### src/rtl/gcd_request_sequencer.sv
// gcd_request_sequencer: initiator side of the GCD engine start/done protocol.
// Takes operand pairs on a valid/ready input and drives the engine bus with A,
// then B. It waits for done, pulses eng_clear, and returns the result on a
// valid/ready output. Pairs with a zero operand are answered locally, because
// the subtractive engine never terminates on a zero operand.
// Optional build macro: GCD_SEQ_TIMEOUT_EN. It bounds the WAIT state to
// TIMEOUT_CYCLES and reports an expired bound on out_err.
module gcd_request_sequencer #(
    parameter int W              = 8,
    parameter int CW             = 16,
    parameter int TIMEOUT_CYCLES = 1000
) (
    input  logic          clk,
    input  logic          rst_n,
    input  logic          in_valid,
    output logic          in_ready,
    input  logic [W-1:0]  in_a,
    input  logic [W-1:0]  in_b,
    output logic          out_valid,
    input  logic          out_ready,
    output logic [W-1:0]  out_data,
    output logic          out_bypass,
    output logic          out_err,
    output logic [CW-1:0] out_cycles,
    output logic          eng_start,
    output logic [W-1:0]  eng_data,
    output logic          eng_clear,
    input  logic          eng_done,
    input  logic [W-1:0]  eng_result
);

    typedef enum logic [2:0] {
        S_IDLE, S_LOAD_A, S_LOAD_B, S_WAIT, S_CLEAR, S_RESP
    } state_t;

    // The timeout must be representable by the cycle counter.
    if (TIMEOUT_CYCLES < 1 || TIMEOUT_CYCLES > (2**CW) - 1) begin : g_bad_timeout
        $error("TIMEOUT_CYCLES does not fit in CW bits");
    end

    state_t        state_q, state_d;
    logic [W-1:0]  b_q, b_d;
    logic [CW-1:0] cnt_q, cnt_d, cnt_inc;
    logic          in_ready_q, in_ready_d;
    logic          out_valid_q, out_valid_d;
    logic [W-1:0]  out_data_q, out_data_d;
    logic          out_bypass_q, out_bypass_d;
    logic          out_err_q, out_err_d;
    logic [CW-1:0] out_cycles_q, out_cycles_d;
    logic          eng_start_q, eng_start_d;
    logic [W-1:0]  eng_data_q, eng_data_d;
    logic          eng_clear_q, eng_clear_d;

    // The engine cycle counter saturates instead of wrapping.
    assign cnt_inc = (cnt_q == {CW{1'b1}}) ? cnt_q : cnt_q + 1'b1;

    // Compute the next state and the next value of every registered output.
    always_comb begin
        state_d      = state_q;
        b_d          = b_q;
        cnt_d        = cnt_q;
        out_data_d   = out_data_q;
        out_bypass_d = out_bypass_q;
        out_err_d    = out_err_q;
        out_cycles_d = out_cycles_q;
        eng_data_d   = eng_data_q;
        case (state_q)
            S_IDLE: begin
                if (in_valid && in_ready_q) begin
                    b_d       = in_b;
                    out_err_d = 1'b0;
                    if (in_a == '0 || in_b == '0) begin
                        // gcd(x,0) = x and gcd(0,0) = 0, so A|B is the answer.
                        out_data_d   = in_a | in_b;
                        out_bypass_d = 1'b1;
                        out_cycles_d = '0;
                        state_d      = S_RESP;
                    end else begin
                        eng_data_d = in_a;
                        cnt_d      = CW'(1);
                        state_d    = S_LOAD_A;
                    end
                end
            end
            S_LOAD_A: begin
                eng_data_d = b_q;
                cnt_d      = cnt_inc;
                state_d    = S_LOAD_B;
            end
            S_LOAD_B: begin
                cnt_d   = cnt_inc;
                state_d = S_WAIT;
            end
            S_WAIT: begin
                if (eng_done) begin
                    out_data_d   = eng_result;
                    out_bypass_d = 1'b0;
                    out_cycles_d = cnt_q;
                    state_d      = S_CLEAR;
                end
`ifdef GCD_SEQ_TIMEOUT_EN
                else if (cnt_q >= CW'(TIMEOUT_CYCLES)) begin
                    out_err_d    = 1'b1;
                    out_data_d   = '0;
                    out_bypass_d = 1'b0;
                    out_cycles_d = CW'(TIMEOUT_CYCLES);
                    state_d      = S_CLEAR;
                end
`endif
                else begin
                    cnt_d = cnt_inc;
                end
            end
            S_CLEAR: state_d = S_RESP;
            S_RESP: begin
                if (out_valid_q && out_ready) state_d = S_IDLE;
            end
            default: state_d = S_IDLE;
        endcase
        // Registered Moore strobes follow the state being entered.
        in_ready_d  = (state_d == S_IDLE);
        eng_start_d = (state_d == S_LOAD_A);
        eng_clear_d = (state_d == S_CLEAR);
        out_valid_d = (state_d == S_RESP);
    end

    // State and output registers. Reset holds the engine in restart.
    always_ff @(posedge clk or negedge rst_n) begin
        if (!rst_n) begin
            state_q      <= S_IDLE;
            b_q          <= '0;
            cnt_q        <= '0;
            in_ready_q   <= 1'b0;
            out_valid_q  <= 1'b0;
            out_data_q   <= '0;
            out_bypass_q <= 1'b0;
            out_err_q    <= 1'b0;
            out_cycles_q <= '0;
            eng_start_q  <= 1'b0;
            eng_data_q   <= '0;
            eng_clear_q  <= 1'b1;
        end else begin
            state_q      <= state_d;
            b_q          <= b_d;
            cnt_q        <= cnt_d;
            in_ready_q   <= in_ready_d;
            out_valid_q  <= out_valid_d;
            out_data_q   <= out_data_d;
            out_bypass_q <= out_bypass_d;
            out_err_q    <= out_err_d;
            out_cycles_q <= out_cycles_d;
            eng_start_q  <= eng_start_d;
            eng_data_q   <= eng_data_d;
            eng_clear_q  <= eng_clear_d;
        end
    end

    assign in_ready   = in_ready_q;
    assign out_valid  = out_valid_q;
    assign out_data   = out_data_q;
    assign out_bypass = out_bypass_q;
    assign out_err    = out_err_q;
    assign out_cycles = out_cycles_q;
    assign eng_start  = eng_start_q;
    assign eng_data   = eng_data_q;
    assign eng_clear  = eng_clear_q;

endmodule

### config.mk
export PLATFORM = sky130hd
export DESIGN_NAME = gcd_request_sequencer
export DESIGN_NICKNAME = d
export VERILOG_FILES = /design/src/rtl/gcd_request_sequencer.sv
export SDC_FILE = /design/constraint.sdc
export NUM_CORES = 1
export LEC_CHECK = 0
export CORE_UTILIZATION = 26
export DETAILED_ROUTE_END_ITERATION = 12
export HOLD_SLACK_MARGIN = 0.15
export PLACE_DENSITY = 0.49
export SETUP_SLACK_MARGIN = 0.2
export SYNTH_ARGS = -nofsm -noshare
export SYNTH_HDL_FRONTEND = slang
export SYNTH_SLANG_ARGS = --single-unit
### constraint.sdc
create_clock -name clk -period 2.95 [get_ports clk]
set_clock_uncertainty 0.15 [all_clocks]
set_input_delay 0.295 -clock clk [delete_from_list [all_inputs] [get_ports clk]]
set_output_delay 0.295 -clock clk [all_outputs]
set_load 0.03 [all_outputs]
## After elaboration in Yosys (flattened, before gate mapping)

Index checks and enable logic that the tools add are counted.

- Output and inout port bits: 38
- Register bits after elaboration: 64
- Logic and storage cells: 67

- Equal/unequal tests: 14
- Bitwise logic cells: 1
- Multiplexer cells: 25
- Reduce and logical (&&, ||, !) cells: 15
- Add/subtract/negate cells: 1

Operator list:

| cell | number |
|---|---|
| $mux W16 | 7 |
| $pmux W16 S3 | 1 |
| $mux W8 | 5 |
| $pmux W16 S2 | 1 |
| $pmux W8 S2 | 2 |
| $pmux W3 S6 | 1 |
| $add A16 B1 Y16 const B | 1 |
| $eq A16 B16 Y1 const B | 1 |
| $logic_not A8 Y1 | 2 |
| $eq A3 B3 Y1 const B | 4 |
| $mux W3 | 4 |
| $ne A2 B2 Y1 const B | 5 |
| $or A8 B8 Y8 | 1 |
| $reduce_and A4 Y1 | 2 |
| $eq A3 B1 Y1 const B | 2 |
| $eq A3 B2 Y1 const B | 2 |
| $logic_not A3 Y1 | 2 |
| $reduce_bool A2 Y1 | 2 |
| $mux W1 | 3 |
| $reduce_and A3 Y1 | 1 |
| $reduce_bool A3 Y1 | 1 |
| $logic_and A1 B1 Y1 | 2 |
| $pmux W1 S2 | 1 |
| $reduce_and A2 Y1 | 1 |
| other kinds (2) | 2 |

## Longest topological paths before layout

- Depth after elaboration: 6
- Depth in mapped cells: 8
- Mapped depth without buffers: 6

## Worst setup path after synthesis

Ideal clock, no wire load.

- Path kind: flip-flop to flip-flop
- From: reg state_q[2]
- To: reg cnt_q[12]
- Stages on the path, launching flop included: 8
- Setup slack: 0.892 ns
- Clock period less this slack: 2.058 ns
- Path buffers: 2
- Arrival: 1.826 ns
- Cells stage by stage: dfrtp_1 > buf_6 > o21bai_4 > or4_4 > or2_1 > and3_1 > buf_6 > a31oi_1

- Word-level cells in the longest chain between the ends: 4
- Elaborated cells on any way between the ends: 11
- Those cells by class: eq/ne: 6; mux: 1; reduce/logical: 4

Ends and longest elaborated chain:

| what | RTL line | source |
|---|---|---|
| start, declared | 41 | `state_t state_q, state_d;` |
| start signal, assigned | 143 | `state_q <= state_d;` |
| $eq A3 B2 Y1 or $eq A3 B1 Y1 (tied branches) | 67 | `case (state_q)` |
| $reduce_or A2 Y1 (no source line) | - |  |
| $reduce_bool A3 Y1 (no source line) | - |  |
| $reduce_and A4 Y1 (no source line) | - |  |
| end signal, assigned | 145 | `cnt_q <= cnt_d;` |
| end, declared | 43 | `logic [CW-1:0] cnt_q, cnt_d, cnt_inc;` |

Several ways; a longest one is shown, not always the timed one.
A chain may end at the register's enable or synchronous reset.

## Worst setup path after layout

- From: reg state_q[1]
- To: reg cnt_q[3]

Same word-level chain as after synthesis.

==> results.cfg <==
[layout]
n_antenna_cell = 0
drive_above_1_share_pct = 19.0
area_delta_synth_final_pct = 37.7
fin_util_pct = 37.2
fin_nets = 398

[timing]
rsz0062_at_grt = false
tns_ps = 0
drv_slew = 0
tightest_slew_ps = 859
slew_headroom_pct = 42.5
fin_crit_sh_pct = 80.8
final_hold_viol_count = 0
max_clock_freq_mhz = 419
finalCriticalPeriod_ps = 2390
setup_viol = 0

[pwr]
p_sw_share_pct = 35.9
cellLeakagePower_nw = 1.91
p_switching_mw = 1.59
peakVddDrop_v = 0.000424
pwr-share-seq_pct = 30.5
p_comb_share_pct = 40.2
powerDensity_nw_per_um2 = 1020
p_int_mw = 2.83
clockPowerShare_pct = 29.3

[worst_setup_path]
worstPathRequired_ps = 3050
crit_path_start_kind = register
worstSetupPathType = reg2reg
cp.arrival_ps = 2490
timing.rr.start = state_q[1]
end_kind = register
path_max_fanout = 11
startpoint = state_q[1]

[clock_network]
post_cts_resized = 0
cts_sinks = 64
cts-root-buf = clkbuf_16
cts_setup_buffers = 0
clkTransAtPathRegs_ps = 60
ctsHtreeMaxLevel = 3
cts_tree = done
cts_buffers = 9
cts_max_path_buffers = 2
hold_buffers = 1
clock_latency_ps = 330

[status]
violations = design-rule violations
run_status = finished, violations left

[synth]
yosysWarnings = 0
synth_most_common_cell = dfrtp_1
synth_cell_types = 47
async_flop_share_pct = 100
avgSynthCellArea_um2 = 10.6
ys_top_cells_by_count = dfrtp_1 (63), nand2_1 (48), mux2_2 (33)
synth-edff-count = 0
yosys.area.top_type = dfrtp_1
synthFlopType = dfrtp_1
synth_area_um2 = 3140
synth-seq-cells = 64
yosys.area.top_type_share_pct = 50.2
ys_top_cells_by_area = dfrtp_1 (50%), mux2_2 (12%), nand2_1 (5.7%), mux2i_1 (5.1%), inv_1 (2.3%)
syn_nets = 326
syn_inst = 296
yosysSeqAreaShare_pct = 51.0

[drt]
vias = 2444
drt_iter0_drc = 98
avgRoutedWirePerCell_um = 15.1
drc = 1
dr.pass1.iters = 8
drt-total-wl_um = 7790
ant_nets = 0
viasPerCell = 4.74

[floorplan]
core_um2 = 11600
die-height_um = 112
die_w_um = 112
num_rows = 39
start_util_pct = 27.0
pin_count = 67
die_area_um2 = 12500

[grt]
grt_pass1_vias = 2422
gr-total-overflow = 0
grt_pass1_wl_um = 12800
antenna_found_initial = 0
grt_max_degree = 37
grt_usage_pct = 13.2

[place]
hpwl_um = 5540
gp_congestion = 0.804
io_buffers = 65

[flow_run]
drv_cap = 0

[min_path]
hp-class = reg2reg
hp-start = b_q[0]
[layer usage]
| layer | wire [µm] | GRT usage [%] |
|---|---|---|
| met5 | 0 | 0 |
| met4 | 142 | 5.68 |
| met3 | 284 | 2.56 |
| met2 | 3550 | 20.2 |
| met1 | 3820 | 18.0 |
[cells by family after synthesis]
kind of cell,after synthesis,synth area share [%]
and+or+nand+nor,101,15.9
DFF,64,51.0
muxes,49,16.9
AOI/OAI and AO/OA,44,9.92
buffers and inverters,35,5.46
adders and majority gates,1,0.398
other,1,0.119
xor gates and xnor gates,1,0.279
[critical path: stages (launching register included)]
cell and delay [ps]:
dfrtp_1 430, buf_4 190, and3_1 190, nor2_1 600
o21a_1 430, a41oi_1 160, a31oi_1 150
[power by group through the flow]
stage	sequential [mW]	combinational, mW	clock [mW]
final	1.35	1.78	1.29
after CTS	1.35	1.80	1.32
after floorplan	1.59	0.915	0
after detailed placement	1.36	1.79	0
after global routing	1.39	1.92	1.35
after global placement	1.36	1.79	0
[registers in the layout (all words and copies together), names as in the netlist]
signal	cells
b_q	8
cnt_q	16
eng_clear	1
eng_data	8
eng_start	1
in_ready	1
out_bypass	1
out_cycles	16
out_data	8
out_valid	1
state_q	3
[path summary, 6_finish.rpt]
path                                to  slack (ps)  depth (start not counted)
max in group asynchronous     cnt_q[4]        1480                          3
min                             b_q[0]         350                          1
min reg2reg                     b_q[0]         350                          1
max                           cnt_q[3]         560                          6
min in group asynchronous  eng_data[6]         430                          2
max reg2reg                   cnt_q[3]         560                          6
[per-stage QoR]
stage / power (mW) / setup WS, ps / instance area, µm² / instances / hold WS, ps
3_5_place_dp: 3.15 / 259 / 3950 / 499 / 285
6_report: 4.42 / 565 / 4330 / 516 / 354
5_1_grt: 4.66 / 399 / 4330 / 516 / 365
3_3_place_gp: 3.15 / 336 / 3950 / 499 / 281
2_1_floorplan: 2.51 / 892 / 3140 / 296 / -151
4_1_cts: 4.47 / 533 / 4330 / 516 / 355
[final cells by class]
type	count	area (µm²)
inverters	19	71.3
repair buffers	77	738
well taps	143	179
flip-flops and latches	64	1600
fillers	1148	7290
clock buffers	12	267
multi-input cells	197	1370
clock inverters	4	98.8
[placed cells by master, fill, tap and decap left out, types with 2 or more instances in the layout]
cell type,instances
a211o_1,2
a21oi_1,3
a221o_1,3
a22o_1,2
a31oi_1,9
a41oi_1,5
and3_1,6
and3b_1,2
buf_4,11
bufinv_16,3
clkbuf_16,9
clkbuf_8,3
clkdlybuf4s50_1,64
dfrtp_1,63
inv_1,19
mux2_2,33
mux2i_1,16
nand2_1,48
nand3_1,8
nand3b_1,2
nand4_1,3
nor2_1,14
nor3_2,2
nor3b_1,2
nor4_1,4
o21ai_0,14
Power figures use the tool's default switching activity.
